[src/rtl/exmem_pkg.sv]
// Shared types and constants for the EX/MEM pipeline stage.
// No logic: control-bit positions, FSM state encoding, default payload layout.
// Backpressure: n/a.
package exmem_pkg;

    // Bit positions inside the control vector.
    localparam int CTRL_BRANCH   = 0;
    localparam int CTRL_MEMREAD  = 1;
    localparam int CTRL_MEMTOREG = 2;
    localparam int CTRL_MEMWRITE = 3;
    localparam int CTRL_REGWRITE = 4;
    localparam int CTRL_ADDERMUX = 5;

    // Default widths used by the default payload layout.
    localparam int DEF_DATA_W = 64;
    localparam int DEF_RD_W   = 5;
    localparam int DEF_CTRL_W = 6;

    // Number of held entries: EMPTY=0, ONE=1 (M only), FULL=2 (M and S).
    typedef enum logic [1:0] {
        EMPTY = 2'd0,
        ONE   = 2'd1,
        FULL  = 2'd2
    } exmem_state_e;

    // Payload carried through the stage at the default widths.
    typedef struct packed {
        logic [DEF_DATA_W-1:0] adder_out;
        logic [DEF_DATA_W-1:0] alu_result;
        logic                  zero;
        logic [DEF_DATA_W-1:0] write_data;
        logic [DEF_RD_W-1:0]   rd;
        logic [DEF_CTRL_W-1:0] ctrl;
    } exmem_payload_t;

    // Flattened payload width for arbitrary parameter choices.
    function automatic int payload_w(input int data_w, input int rd_w, input int ctrl_w);
        return 3 * data_w + 1 + rd_w + ctrl_w;
    endfunction

endpackage

[src/rtl/exmem_entry_reg.sv]
// One payload register with synchronous load/clear and async active-low reset.
// Latency: 1 cycle from load to q.
// Backpressure: none; the owner decides when to load. Clear beats load.
module exmem_entry_reg #(
    parameter int W = 8
) (
    input  logic         clk,
    input  logic         reset,
    input  logic         load,
    input  logic         clear,
    input  logic [W-1:0] d,
    output logic [W-1:0] q
);

    // Hold the entry; clear wins over load so a flush always empties it.
    always_ff @(posedge clk or negedge reset) begin
        if (!reset) begin
            q <= '0;
        end else if (clear) begin
            q <= '0;
        end else if (load) begin
            q <= d;
        end
    end

endmodule

[src/rtl/exmem_pipe_stage.sv]
// EX/MEM stage: main register M drives out_*, skid register S absorbs one beat of backpressure.
// Latency: 1 cycle accept -> out_valid; in_ready decoded from registered state only.
// Backpressure: out_ready low holds M and fills S; in_ready drops when S is full. EXMEM_STATS_EN adds counters.
module exmem_pipe_stage
    import exmem_pkg::*;
#(
    parameter int DATA_W = 64,
    parameter int RD_W   = 5,
    parameter int CTRL_W = 6,
    parameter int CNT_W  = 32
) (
    input  logic              clk,
    input  logic              reset,
    input  logic              flush,
    input  logic              in_valid,
    output logic              in_ready,
    input  logic [DATA_W-1:0] in_adder_out,
    input  logic [DATA_W-1:0] in_alu_result,
    input  logic              in_zero,
    input  logic [DATA_W-1:0] in_write_data,
    input  logic [RD_W-1:0]   in_rd,
    input  logic [CTRL_W-1:0] in_ctrl,
    output logic              out_valid,
    input  logic              out_ready,
    output logic [DATA_W-1:0] out_adder_out,
    output logic [DATA_W-1:0] out_alu_result,
    output logic              out_zero,
    output logic [DATA_W-1:0] out_write_data,
    output logic [RD_W-1:0]   out_rd,
    output logic [CTRL_W-1:0] out_ctrl,
    output logic [1:0]        occupancy,
    output logic [CNT_W-1:0]  stall_cnt,
    output logic [CNT_W-1:0]  flush_cnt
);

    typedef struct packed {
        logic [DATA_W-1:0] adder_out;
        logic [DATA_W-1:0] alu_result;
        logic              zero;
        logic [DATA_W-1:0] write_data;
        logic [RD_W-1:0]   rd;
        logic [CTRL_W-1:0] ctrl;
    } payload_t;

    localparam int PW = payload_w(DATA_W, RD_W, CTRL_W);

    exmem_state_e st_q, st_d;
    payload_t     in_pl, m_d, m_q, s_q;
    logic         m_load, m_clear, s_load, s_clear;
    logic         accept, consume;

    assign in_pl = '{adder_out:  in_adder_out,
                     alu_result: in_alu_result,
                     zero:       in_zero,
                     write_data: in_write_data,
                     rd:         in_rd,
                     ctrl:       in_ctrl};

    assign in_ready  = (st_q != FULL);
    assign out_valid = (st_q != EMPTY);
    assign accept    = in_valid & in_ready;
    assign consume   = out_valid & out_ready;

    exmem_entry_reg #(.W(PW)) u_main (
        .clk   (clk),
        .reset (reset),
        .load  (m_load),
        .clear (m_clear),
        .d     (m_d),
        .q     (m_q)
    );

    exmem_entry_reg #(.W(PW)) u_skid (
        .clk   (clk),
        .reset (reset),
        .load  (s_load),
        .clear (s_clear),
        .d     (in_pl),
        .q     (s_q)
    );

    // Occupancy state register; reset discards everything immediately.
    always_ff @(posedge clk or negedge reset) begin
        if (!reset) begin
            st_q <= EMPTY;
        end else begin
            st_q <= st_d;
        end
    end

    // Next state and register steering; flush overrides every other event.
    always_comb begin
        st_d    = st_q;
        m_load  = 1'b0;
        m_clear = 1'b0;
        s_load  = 1'b0;
        s_clear = 1'b0;
        m_d     = in_pl;
        if (flush) begin
            st_d    = EMPTY;
            m_clear = 1'b1;
            s_clear = 1'b1;
        end else begin
            case (st_q)
                EMPTY: begin
                    if (accept) begin
                        st_d   = ONE;
                        m_load = 1'b1;
                    end
                end
                ONE: begin
                    if (accept && consume) begin
                        m_load = 1'b1;
                    end else if (accept) begin
                        st_d   = FULL;
                        s_load = 1'b1;
                    end else if (consume) begin
                        st_d = EMPTY;
                    end
                end
                FULL: begin
                    if (consume) begin
                        st_d   = ONE;
                        m_load = 1'b1;
                        m_d    = s_q;
                    end
                end
                default: st_d = EMPTY;
            endcase
        end
    end

    // Occupancy reported as a plain count of held entries.
    always_comb begin
        case (st_q)
            ONE:     occupancy = 2'd1;
            FULL:    occupancy = 2'd2;
            default: occupancy = 2'd0;
        endcase
    end

    // Control and zero are masked so an empty stage can never issue a store or writeback.
    assign out_adder_out  = m_q.adder_out;
    assign out_alu_result = m_q.alu_result;
    assign out_write_data = m_q.write_data;
    assign out_rd         = m_q.rd;
    assign out_zero       = out_valid & m_q.zero;
    assign out_ctrl       = out_valid ? m_q.ctrl : '0;

`ifdef EXMEM_STATS_EN
    logic [CNT_W-1:0] stall_q, flush_q;

    // Saturating counters: MEM stall cycles and flushes that actually discarded something.
    always_ff @(posedge clk or negedge reset) begin
        if (!reset) begin
            stall_q <= '0;
            flush_q <= '0;
        end else begin
            if (out_valid && !out_ready && (stall_q != '1)) begin
                stall_q <= stall_q + 1'b1;
            end
            if (flush && (st_q != EMPTY) && (flush_q != '1)) begin
                flush_q <= flush_q + 1'b1;
            end
        end
    end

    assign stall_cnt = stall_q;
    assign flush_cnt = flush_q;
`else
    assign stall_cnt = '0;
    assign flush_cnt = '0;
`endif

endmodule

[config.mk]
export PLATFORM = sky130hd
export DESIGN_NAME = exmem_pipe_stage
export DESIGN_NICKNAME = d
export VERILOG_FILES = /design/src/rtl/exmem_pkg.sv /design/src/rtl/exmem_entry_reg.sv /design/src/rtl/exmem_pipe_stage.sv
export SDC_FILE = /design/constraint.sdc
export NUM_CORES = 1
export LEC_CHECK = 0
export BUFFER_PORTS_ARGS = -buffer_cell sky130_fd_sc_hd__buf_2
export CAP_MARGIN = 20
export CORE_AREA = 2 2 162 243
export DETAILED_ROUTE_END_ITERATION = 7
export DIE_AREA = 0 0 164 245
export PLACE_DENSITY = 0.83
export SYNTH_ARGS = -nofsm -noshare
export SYNTH_HDL_FRONTEND = slang
export SYNTH_SLANG_ARGS = --single-unit
[constraint.sdc]
create_clock -name clk -period 2 [get_ports clk]
set_clock_uncertainty 0.2 [all_clocks]
set_input_delay 0.2 -clock clk [delete_from_list [all_inputs] [get_ports clk]]
set_output_delay 0.2 -clock clk [all_outputs]
set_load 0.005 [all_outputs]
**Word level (Yosys, flattened, before mapping)**

Index checks and enable logic that the tools add are counted.

- Add/sub/neg operators: 0
- Multipliers: 0
- Divide/modulo/power cells: 0
- Order comparisons: 0
- Equal/unequal tests: 7
- Shifts and indexed selects: 0
- Mux-type cells: 25
- Bitwise gates (word level): 3
- Reduce and logical (&&, ||, !) cells: 6

Operators by type and width:

| cell | count |
|---|---|
| $mux 204 | 7 |
| $mux 2 | 6 |
| $ne 3x3->1 const B | 3 |
| $mux 1 | 8 |
| $mux 6 | 1 |
| $pmux 2 s3 | 1 |
| $reduce_bool 2->1 | 3 |
| $ne 4x4->1 const B | 1 |
| $pmux 2 s2 | 1 |
| $reduce_and 4->1 | 1 |
| $and 1x1->1 | 3 |
| $pmux 1 s3 | 1 |
| $eq 2x1->1 const B | 1 |
| $eq 2x2->1 const B | 1 |
| $logic_not 2->1 | 1 |
| $ne 2x2->1 const B | 1 |
| $logic_and 1x1->1 | 1 |

- Register bits after elaboration: 410
- Latch bits: 0
- RAM bits: 0
- ROM bits: 0
- Output and inout port bits: 272
- Logic and storage cells: 44
- Memories kept: 0

**Depth between registers and ports, before layout**

Gate-level depths: netlist of run 1.

- Depth in word-level cells: 8
- Depth in mapped cells: 7

**Modules after synthesis**

A second synthesis of run 1 with hierarchy kept.

- Cells, all modules: 1631
- Area, all modules: 19703.9 um^2

By module, submodules not included:

| module | times used | cells an instance | area an instance (um^2) | seq. area each (um^2) |
|---|---|---|---|---|
| exmem_entry_reg | 2 | 658 | 8280.4 | 5104.9 |
| exmem_pipe_stage | 1 | 315 | 3143.0 | 50.0 |

**Worst setup path after synthesis of run 1**

No wires, ideal clock.

- Path type: register to register
- Start point: register st_q[0]
- End point: register u_main.q[117]
- Setup time: 0.151 ns
- Arrival time: 1.464 ns
- Required time: 1.649 ns
- Slack: 0.185 ns
- Stages on the path, launching flop included: 7
- Clock period less this slack: 1.815 ns
- Cell sequence: dfrtp_1 nand3b_2 o21ai_1 buf_2 buf_4 buf_2 a311oi_2

- Longest elaborated chain between the ends: 7
- Elaborated cells between the ends (all ways): 19
- Classes of those cells: eq/ne (3); mux (10); bitwise (2); reduce/logical (4)

Ends and longest elaborated chain:

| what | line | RTL |
|---|---|---|
| from (decl) | exmem_pipe_stage.sv:47 | `exmem_state_e st_q, st_d;` |
| from (signal assigned) | exmem_pipe_stage.sv:87 | `st_q <= st_d;` |
| $ne 2x2->1 / $reduce_bool 2->1 (equally long branches) | exmem_pipe_stage.sv:59, exmem_pipe_stage.sv:60 |  |
| $and 1x1->1 (on tied branches) | exmem_pipe_stage.sv:61, exmem_pipe_stage.sv:62 |  |
| $logic_and 1x1->1 / $mux 204 (equally long branches) | exmem_pipe_stage.sv:112, exmem_pipe_stage.sv:122 |  |
| $mux 1 / $mux 204 (equally long branches) | exmem_pipe_stage.sv:112, exmem_pipe_stage.sv:104 |  |
| $pmux 1 s3 / $mux 204 (equally long branches) | exmem_pipe_stage.sv:104, exmem_pipe_stage.sv:99 |  |
| $mux 1 / $mux 204 (equally long branches) | exmem_pipe_stage.sv:99, exmem_entry_reg.sv:21 |  |
| $reduce_bool 2->1 (no line) / $mux 204 (equally long branches) | n/a |  |
| to (signal assigned) | exmem_entry_reg.sv:18 | `q <= '0;` |
| to (signal assigned) | exmem_entry_reg.sv:20 | `q <= '0;` |
| to (signal assigned) | exmem_entry_reg.sv:22 | `q <= d;` |
| to (decl) | exmem_entry_reg.sv:12 | `output logic [W-1:0] q` |

Several ways; a longest one is shown, not always the timed one. The select of a mux whose other input is x is not followed.
A chain may end at the register's enable or synchronous reset.

**Worst setup path in the final report of run 1**

- Start point: register st_q[1]
- End point: register u_skid.q[169]

- Longest elaborated chain between the ends: 7
- Elaborated cells between the ends (all ways): 11
- Classes of those cells: eq/ne (2); mux (4); bitwise (2); reduce/logical (3)

Ends and longest elaborated chain:

| what | line | RTL |
|---|---|---|
| $ne 2x2->1 / $reduce_bool 2->1 (equally long branches) | exmem_pipe_stage.sv:59, exmem_pipe_stage.sv:60 |  |
| $and 1x1->1 (on tied branches) | exmem_pipe_stage.sv:61, exmem_pipe_stage.sv:62 |  |
| $mux 1 / $logic_and 1x1->1 (equally long branches) | exmem_pipe_stage.sv:114, exmem_pipe_stage.sv:112 |  |
| $mux 1 | exmem_pipe_stage.sv:112 | `if (accept && consume) begin` |
| $mux 1 * | exmem_pipe_stage.sv:104 | `case (st_q)` |
| $mux 1 * | exmem_pipe_stage.sv:99 | `if (flush) begin` |
| $reduce_bool 2->1 (no line) * | n/a |  |
| to (signal assigned) | exmem_entry_reg.sv:18 |  |
| to (signal assigned) | exmem_entry_reg.sv:20 |  |
| to (signal assigned) | exmem_entry_reg.sv:22 |  |
| to (decl) | exmem_entry_reg.sv:12 |  |

Mark *: on every way between the ends. The rest lies on a longest branch, timed or not.

==> impl_results.rst, run 1 <==
.. list-table::
   :header-rows: 1

   * - Metric
     - Value
   * - Result of the run
     - complete, but fails checks
   * - Violated checks
     - negative setup slack
   * - Mapped Cells
     - 2305
   * - I/O pin total
     - 481
   * - Antenna-violating nets left
     - 0
   * - Clk sink count
     - 410
   * - IO Port Bufs
     - 416
   * - Most frequent cell after synthesis
     - sky130_fd_sc_hd__nand2_1
   * - Placeable Area
     - 0.03821 mm^2
   * - Detail Placement HPWL
     - 36650 um
   * - CTS tree
     - built
   * - RSZ-0062 raised after global routing
     - yes
   * - Library cells used by synthesis
     - 24
   * - Chip Height
     - 245 um
   * - Worst Setup End Kind
     - flip-flop
   * - PD cells
     - 782.8 mW/mm^2
   * - Primary flip-flop cell chosen by synthesis mapping
     - sky130_fd_sc_hd__dfrtp_1
   * - Final cell count without fillers
     - 3264
   * - Total Wirelength
     - 72960 um
   * - FFs w/ async S/R, synth
     - 100.0%
   * - Transition at the pin with the smallest max-transition slack
     - 0.6150 ns
   * - Yosys warning count
     - 0
   * - Master cell of the clock root buffer
     - sky130_fd_sc_hd__clkbuf_16
   * - Number of nets at the end of the flow
     - 2946
   * - Average instance area after synthesis
     - 9.003 um^2
   * - Number of global-route vias before repair
     - 19080
   * - Part of the power in registers
     - 43.2%
   * - Cell types with the largest area share after synthesis
     - sky130_fd_sc_hd__dfrtp_1 49%, sky130_fd_sc_hd__nand2_1 15%, sky130_fd_sc_hd__buf_4 10%
   * - Largest fanout on the critical path
     - 42
   * - Number of DRC violations after detailed-routing iteration 0
     - 2992
   * - Count of final hold-check violations
     - 0
   * - Fraction of the cycle the final worst path needs
     - 108.4%
   * - Drt pass-1 iters
     - 7
   * - Number of fill cells in the layout
     - 2366
   * - Number of buffers inserted during clock tree synthesis
     - 40
   * - Cell type contributing the most total cell area after synthesis
     - sky130_fd_sc_hd__dfrtp_1
   * - Pins over their slew limit
     - 0
   * - Reg2reg path depth
     - 6
   * - Share of power burned in combinational logic
     - 17.3%
   * - Register area share after synthesis
     - 49.44%
   * - Data arrival time of the worst path
     - 2.36 ns
   * - Starting density of the core
     - 54.31%
   * - Reg2reg end
     - u_skid.q[169]
   * - Hold Path Class
     - in2async
   * - Internal
     - 15390 uW
   * - Final setup violation count
     - 66
   * - Final design utilization
     - 70.34%
   * - Fraction of post-synthesis cell area in the top cell type by area
     - 49.44%
   * - Vias
     - 19760
   * - Overall global routing resource usage
     - 31.88%
   * - Post-CTS clock slew at the launch and capture registers of the worst setup and hold paths
     - 0.07 ns
   * - Leakage power figure
     - 0.01246 uW
   * - Seq cells post-synth
     - 410
   * - First element of the critical path
     - st_q[1]
   * - Combined flip-flop and latch cell area
     - 0.01026 mm^2
   * - Slew headroom
     - 59.00%
   * - Highest achievable clock rate
     - 461.3 MHz
   * - Initial antenna violation count
     - 8
   * - Number of placed instances, taps included
     - 2933
   * - Tmin final
     - 2.168 ns
   * - Row cnt
     - 88
   * - Worst ir drop on vdd
     - 0.8620 mV
   * - Congestion Overflow GR
     - 0
   * - Layout overhead on the synthesized area
     - 29.50%
   * - Via count normalized by instance count
     - 6.054
   * - Crit Path Class
     - reg2reg
   * - Worst Setup Slack, final
     - -0.1678 ns
   * - Internal reg-to-reg setup slack
     - -0.17 ns
   * - Maximum level of the CTS H-tree
     - 2
   * - Floorplan die area
     - 0.04018 mm^2
   * - Most instantiated cells after synthesis
     - 816 x sky130_fd_sc_hd__nand2_1, 410 x sky130_fd_sc_hd__dfrtp_1, 283 x sky130_fd_sc_hd__buf_4, 206 x sky130_fd_sc_hd__nor2_1, 204 x sky130_fd_sc_hd__a21oi_1
   * - Share of cells above drive strength 1
     - 29.27%
   * - Routed len/inst
     - 22.35 um
   * - Clock network fraction of total power
     - 39.5%
   * - Post-synth EDFFs
     - 0
   * - Origin of the critical flop-to-flop path
     - st_q[1]
   * - Post-route DRC
     - 0
   * - Largest net degree at the start of global routing
     - 85
   * - Mapped cell area
     - 0.02075 mm^2
   * - Data required time of the critical path
     - 2.19 ns
   * - Die span in x
     - 164 um
   * - Capture point of the worst path
     - u_skid.q[169]
   * - Wire length of the first global-routing pass
     - 101700 um
   * - Max-cap violations
     - 0
   * - Final Wtd Congestion
     - 0.8583
   * - Multi-input logic area
     - 0.008134 mm^2
   * - Sw Pwr
     - 5645 uW
   * - Switching Share
     - 26.83%
   * - Startpoint class of the critical path
     - flip-flop
   * - Number of buffers on the longest clock path
     - 3
   * - Insertion delay of the later-clocked pin in the worst-skew pair
     - 0.53 ns
-- metrics by stage --
step | hold slack, ns | area [um^2] | total power [uW] | setup slack, ns | TNS [ns]
6_report | 0.02696 | 26870 | 21040 | -0.1678 | -1.425
5_1_grt | 0.04044 | 26870 | 21700 | -0.2483 | -8.074
4_1_cts | 0.02057 | 25830 | 20470 | -0.02142 | -0.06976
3_5_place_dp | -0.02472 | 22150 | 11890 | -0.04396 | -0.3454
3_3_place_gp | -0.01935 | 22150 | 11760 | 0.06183 | 0
2_1_floorplan | -0.2956 | 20990 | 11060 | 0.1855 | 0
-- power by group through the flow --
stage / clock network (uW) / registers [uW] / logic (uW)
2_1_floorplan: 0 / 9080 / 1980
3_3_place_gp: 0 / 9160 / 2610
3_5_place_dp: 0 / 9180 / 2710
4_1_cts: 8300 / 9030 / 3140
5_1_grt: 8700 / 9110 / 3880
6_report: 8320 / 9080 / 3640
-- per-layer routing --
layer / wire length, um / vias to the layer above / global-route usage (%)
li1: - / 8210 / -
met1: 24240 / 9433 / 36.84
met2: 36150 / 1655 / 53.70
met3: 7494 / 456 / 7.857
met4: 5035 / 6 / 18.19
met5: 35 / - / 0
-- final cells by class --
cell class                      count  area share (%)
Sequential cell                   410           38.18
Clock inverter                     11          0.8800
Antenna cell                        5         0.04656
Tap cell                          495           2.305
Timing Repair Buffer              769           23.90
Inverter                            2         0.02794
Multi-Input combinational cell   1514           30.27
Clock buffer                       58           4.391
-- how the worst min path moves through the flow --
stage / endpoint / depth (start not counted) / start
2_1_floorplan: st_q[0] / 0 / reset
3_3_place_gp: u_skid.q[25] / 1 / reset
3_5_place_dp: u_skid.q[25] / 1 / reset
4_1_cts: u_main.q[13] / 2 / reset
5_1_grt: u_skid.q[83] / 2 / reset
6_report: u_skid.q[164] / 2 / reset
-- state kept, by name, summed over array words and instances, names as in the netlist --
| register | flops |
|---|---|
| u_skid.q | 204 |
| st_q | 2 |
| u_main.q | 204 |
-- cells in the final DEF (no fill, tap or decap), types with 5 or more instances in the layout --
| cell type | instances |
|---|---|
| sky130_fd_sc_hd__clkbuf_16 | 58 |
| sky130_fd_sc_hd__clkbuf_1 | 8 |
| sky130_fd_sc_hd__bufinv_16 | 7 |
| sky130_fd_sc_hd__a311oi_1 | 48 |
| sky130_fd_sc_hd__conb_1 | 64 |
| sky130_fd_sc_hd__buf_12 | 32 |
| sky130_fd_sc_hd__a311oi_2 | 154 |
| sky130_fd_sc_hd__dlygate4sd3_1 | 208 |
| sky130_fd_sc_hd__nor2_2 | 16 |
| sky130_fd_sc_hd__nor2_1 | 186 |
| sky130_fd_sc_hd__dfrtp_1 | 409 |
| sky130_fd_sc_hd__diode_2 | 5 |
| sky130_fd_sc_hd__clkbuf_8 | 9 |
| sky130_fd_sc_hd__a21oi_1 | 204 |
| sky130_fd_sc_hd__buf_8 | 8 |
| sky130_fd_sc_hd__buf_16 | 16 |
| sky130_fd_sc_hd__nand2_1 | 814 |
| sky130_fd_sc_hd__buf_2 | 414 |
| sky130_fd_sc_hd__buf_4 | 68 |
| sky130_fd_sc_hd__nor2b_1 | 8 |
-- kinds of logic after synthesis --
family,after synthesis,synth area share [%]
simple gates,1038,19.01
buf+inv,444,13.72
compound gates,411,17.78
flops,410,49.44
xor+xnor,1,0.04221
other cells,1,0.01807
-- worst max-delay path, cell delays in order (launching register included) --
cell                        delay (ns)
sky130_fd_sc_hd__dfrtp_2          0.46
sky130_fd_sc_hd__nand3b_1         0.26
sky130_fd_sc_hd__nor2_4           0.23
sky130_fd_sc_hd__buf_12           0.14
sky130_fd_sc_hd__clkbuf_16        0.24
sky130_fd_sc_hd__nand2_1          0.09
sky130_fd_sc_hd__a21oi_1          0.36
-- timing repair --
action	CTS	global route
setup buffers	3	24
endpoints found under the setup margin	63	251
pin swaps	3	53
gates cloned	3	19
endpoints found under the hold margin	820	0
hold buffers	208	0
gates resized for setup	10	79
No activity file was read; power rests on OpenSTA's default activity.
==> run 2, diff against run 1 <==
--- a/config.mk
+++ b/config.mk
@@ -6,11 +6,10 @@
 export NUM_CORES = 1
 export LEC_CHECK = 0
 export BUFFER_PORTS_ARGS = -buffer_cell sky130_fd_sc_hd__buf_2
-export CAP_MARGIN = 20
-export CORE_AREA = 2 2 162 243
+export CORE_AREA = 2 2 157 235
 export DETAILED_ROUTE_END_ITERATION = 7
-export DIE_AREA = 0 0 164 245
-export PLACE_DENSITY = 0.83
+export DIE_AREA = 0 0 159 237
+export PLACE_DENSITY = 0.87
 export SYNTH_ARGS = -nofsm -noshare
 export SYNTH_HDL_FRONTEND = slang
 export SYNTH_SLANG_ARGS = --single-unit
==> constraint.sdc (replaced) <==
create_clock -name clk -period 2.7 [get_ports clk]
set_clock_uncertainty 0.2 [all_clocks]
set_input_delay 0.27 -clock clk [delete_from_list [all_inputs] [get_ports clk]]
set_output_delay 0.27 -clock clk [all_outputs]
set_load 0.005 [all_outputs]
==> impl_results.rst, run 2 (synthesis results as in run 1) <==
.. list-table::
   :header-rows: 1

   * - Metric
     - Value
   * - Sw Pwr
     - 4037 uW (-28%)
   * - Master cell of the clock root buffer
     - sky130_fd_sc_hd__clkbuf_16
   * - Internal
     - 10580 uW (-31%)
   * - Number of buffers inserted during clock tree synthesis
     - 38 (-5.0%)
   * - Max-cap violations
     - 0 (unchanged)
   * - Total placed instance area
     - 0.02160 mm^2 (-2.5%)
   * - CTS tree
     - built
   * - Worst ir drop on vdd
     - 0.6039 mV (-30%)
   * - Final Wtd Congestion
     - 0.8536 (-0.55%)
   * - Data required time of the critical path
     - 2.91 ns (+0.72 ns)
   * - Clock network fraction of total power
     - 38.1% (-1.4 points)
   * - Reg2reg path depth
     - 6 (unchanged)
   * - Insertion delay of the later-clocked pin in the worst-skew pair
     - 0.54 ns (about the same)
   * - Worst Setup End Kind
     - flip-flop
   * - Overall global routing resource usage
     - 34.08% (+2.2 points)
   * - Tmin final
     - 2.549 ns (+0.3815 ns)
   * - Data arrival time of the worst path
     - 2.76 ns (+0.40 ns)
   * - Crit Path Class
     - reg2reg
   * - Post-route worst hold slack
     - 0.1192 ns (+0.09222 ns)
   * - Highest achievable clock rate
     - 392.3 MHz (-15%)
   * - Share of power burned in combinational logic
     - 15.8% (-1.5 points)
   * - IO Port Bufs
     - 416 (unchanged)
   * - RSZ-0062 raised after global routing
     - no
   * - Drt pass-1 iters
     - 8 (+1)
   * - Largest fanout on the critical path
     - 37 (-12%)
   * - Detail Placement HPWL
     - 34240 um (-6.6%)
   * - Number of buffers on the longest clock path
     - 3 (unchanged)
   * - Total Wirelength
     - 67110 um (-8.0%)
   * - Violated checks
     - design-rule violations
   * - Fraction of the cycle the final worst path needs
     - 94.42% (-14 points)
   * - Post-route DRC
     - 1 (+1)
   * - Post-CTS clock slew at the launch and capture registers of the worst setup and hold paths
     - 0.07 ns (about the same)
   * - Total negative setup slack
     - 0 ns (+1.425 ns)
   * - Largest net degree at the start of global routing
     - 117 (+38%)
   * - Transition at the pin with the smallest max-transition slack
     - 0.6452 ns (+0.03017 ns)
   * - Number of global-route vias before repair
     - 19350 (+1.4%)
   * - Hold Path Class
     - in2async
   * - Placeable Area
     - 0.03573 mm^2 (-6.5%)
   * - Via count normalized by instance count
     - 6.029 (-0.40%)
   * - Vias
     - 19250 (-2.6%)
   * - Number of DRC violations after detailed-routing iteration 0
     - 2638 (-12%)
   * - Clk sink count
     - 410 (unchanged)
   * - Share of cells above drive strength 1
     - 25.30% (-4.0 points)
   * - Congestion Overflow GR
     - 0 (unchanged)
   * - Result of the run
     - complete, but fails checks
   * - Pins over their slew limit
     - 0 (unchanged)
   * - Commonest cells after routing, fill and taps aside
     - 816 x sky130_fd_sc_hd__nand2_1, 414 x sky130_fd_sc_hd__buf_2, 410 x sky130_fd_sc_hd__dfrtp_1, 231 x sky130_fd_sc_hd__dlygate4sd3_1, 205 x sky130_fd_sc_hd__nor2_1
   * - Final setup violation count
     - 0 (-100%)
   * - Floorplan die area
     - 0.03768 mm^2 (-6.2%)
   * - Maximum level of the CTS H-tree
     - 2 (unchanged)
   * - Overall power
     - 14620 uW (-31%)
   * - Antenna-violating nets left
     - 0 (unchanged)
   * - Wire length of the first global-routing pass
     - 103100 um (+1.3%)
   * - Starting density of the core
     - 58.07% (+3.8 points)
   * - Startpoint class of the critical path
     - flip-flop
   * - PD cells
     - 578.3 mW/mm^2 (-26%)
   * - Largest registers ranked by flip-flop count
     - u_main.q (204), u_skid.q (204), st_q (2)
   * - Die span in x
     - 159 um (-3.0%)
   * - Row cnt
     - 85 (-3.4%)
   * - Routed len/inst
     - 21.02 um (-5.9%)
   * - Chip Height
     - 237 um (-3.3%)
   * - Number of nets at the end of the flow
     - 2887 (-2.0%)
   * - Leading cell type in the layout, fill and taps excluded
     - sky130_fd_sc_hd__nand2_1
   * - Internal reg-to-reg setup slack
     - 0.15 ns (+0.32 ns)
   * - Switching Share
     - 27.62% (+0.79 points)
   * - Part of the power in registers
     - 46.0% (+2.8 points)
   * - Layout overhead on the synthesized area
     - 21.79%
   * - Count of final hold-check violations
     - 0 (unchanged)
   * - Leakage power figure
     - 0.01180 uW (-5.3%)
   * - I/O pin total
     - 481 (unchanged)
   * - Initial antenna violation count
     - 7 (-1)
   * - Slew headroom
     - 56.99% (-2.0 points)
   * - Layout Cell Area excl Fill
     - 0.02527 mm^2 (-6.0%)
run 2: worst max-delay path, stage by stage, from the launching register on:
cell                            delay, ns
sky130_fd_sc_hd__dfrtp_1             0.46
sky130_fd_sc_hd__nand3b_1            0.30
sky130_fd_sc_hd__or2_4               0.42
sky130_fd_sc_hd__buf_12              0.21
sky130_fd_sc_hd__nand2_1             0.11
sky130_fd_sc_hd__a21oi_1             0.09
sky130_fd_sc_hd__dlygate4sd3_1       0.60
run 2: cell type report:
cell class,count,area (um^2)
fillers,2177,10460
flip-flops and latches,410,10260
multi-input cells,1515,7920
well taps,478,598.1
clock inverters,11,88.84
clock buffers,59,1184
repair buffers,711,5200
inverters,2,7.507
diodes,6,15.01
run 2: final timing paths:
kind	from	end
max in group asynchronous	reset	u_main.q[127]
worst max-delay path	st_q[1]	u_skid.q[101]
worst min register to register	u_skid.q[41]	u_skid.q[41]
worst min-delay path	reset	u_main.q[55]
min in group clk	in_adder_out[11]	u_skid.q[151]
worst max register to register	st_q[1]	u_skid.q[101]
run 2: routing by layer:
metal  share of wire, %  track usage, %  up-vias
li1                   -               -     8069
met1                 33           37.59     9108
met2                 50           58.13     1630
met3                9.7           7.725      439
met4                8.0           24.24        0
met5                  0               0        -
run 2: through the flow:
| step | instances | util, % | setup WS [ns] |
|---|---|---|---|
| 3_5_place_dp | 2878 | 60.46 | 0.5417 |
| 3_3_place_gp | 2878 | 60.46 | 0.6303 |
| 5_1_grt | 3192 | 70.72 | 0.03807 |
| 4_1_cts | 3179 | 70.49 | 0.1628 |
| 6_report | 3192 | 70.72 | 0.1507 |
| 2_1_floorplan | 2368 | - | 0.8855 |
run 2: power groups by stage:
stage	registers [uW]	logic, uW	clock network, uW
4_1_cts	6690	2170	5550
5_1_grt	6740	2480	5850
3_5_place_dp	6800	1910	0
6_report	6730	2320	5570
3_3_place_gp	6780	1850	0
2_1_floorplan	6730	1470	0
run 2: timing repair:
action | in CTS | in global routing
setup endpoints to repair | 0 | 8
setup buffers | 0 | 4
gates resized for setup | 0 | 4
hold endpoints to repair | 511 | 0
hold buffers | 231 | 0
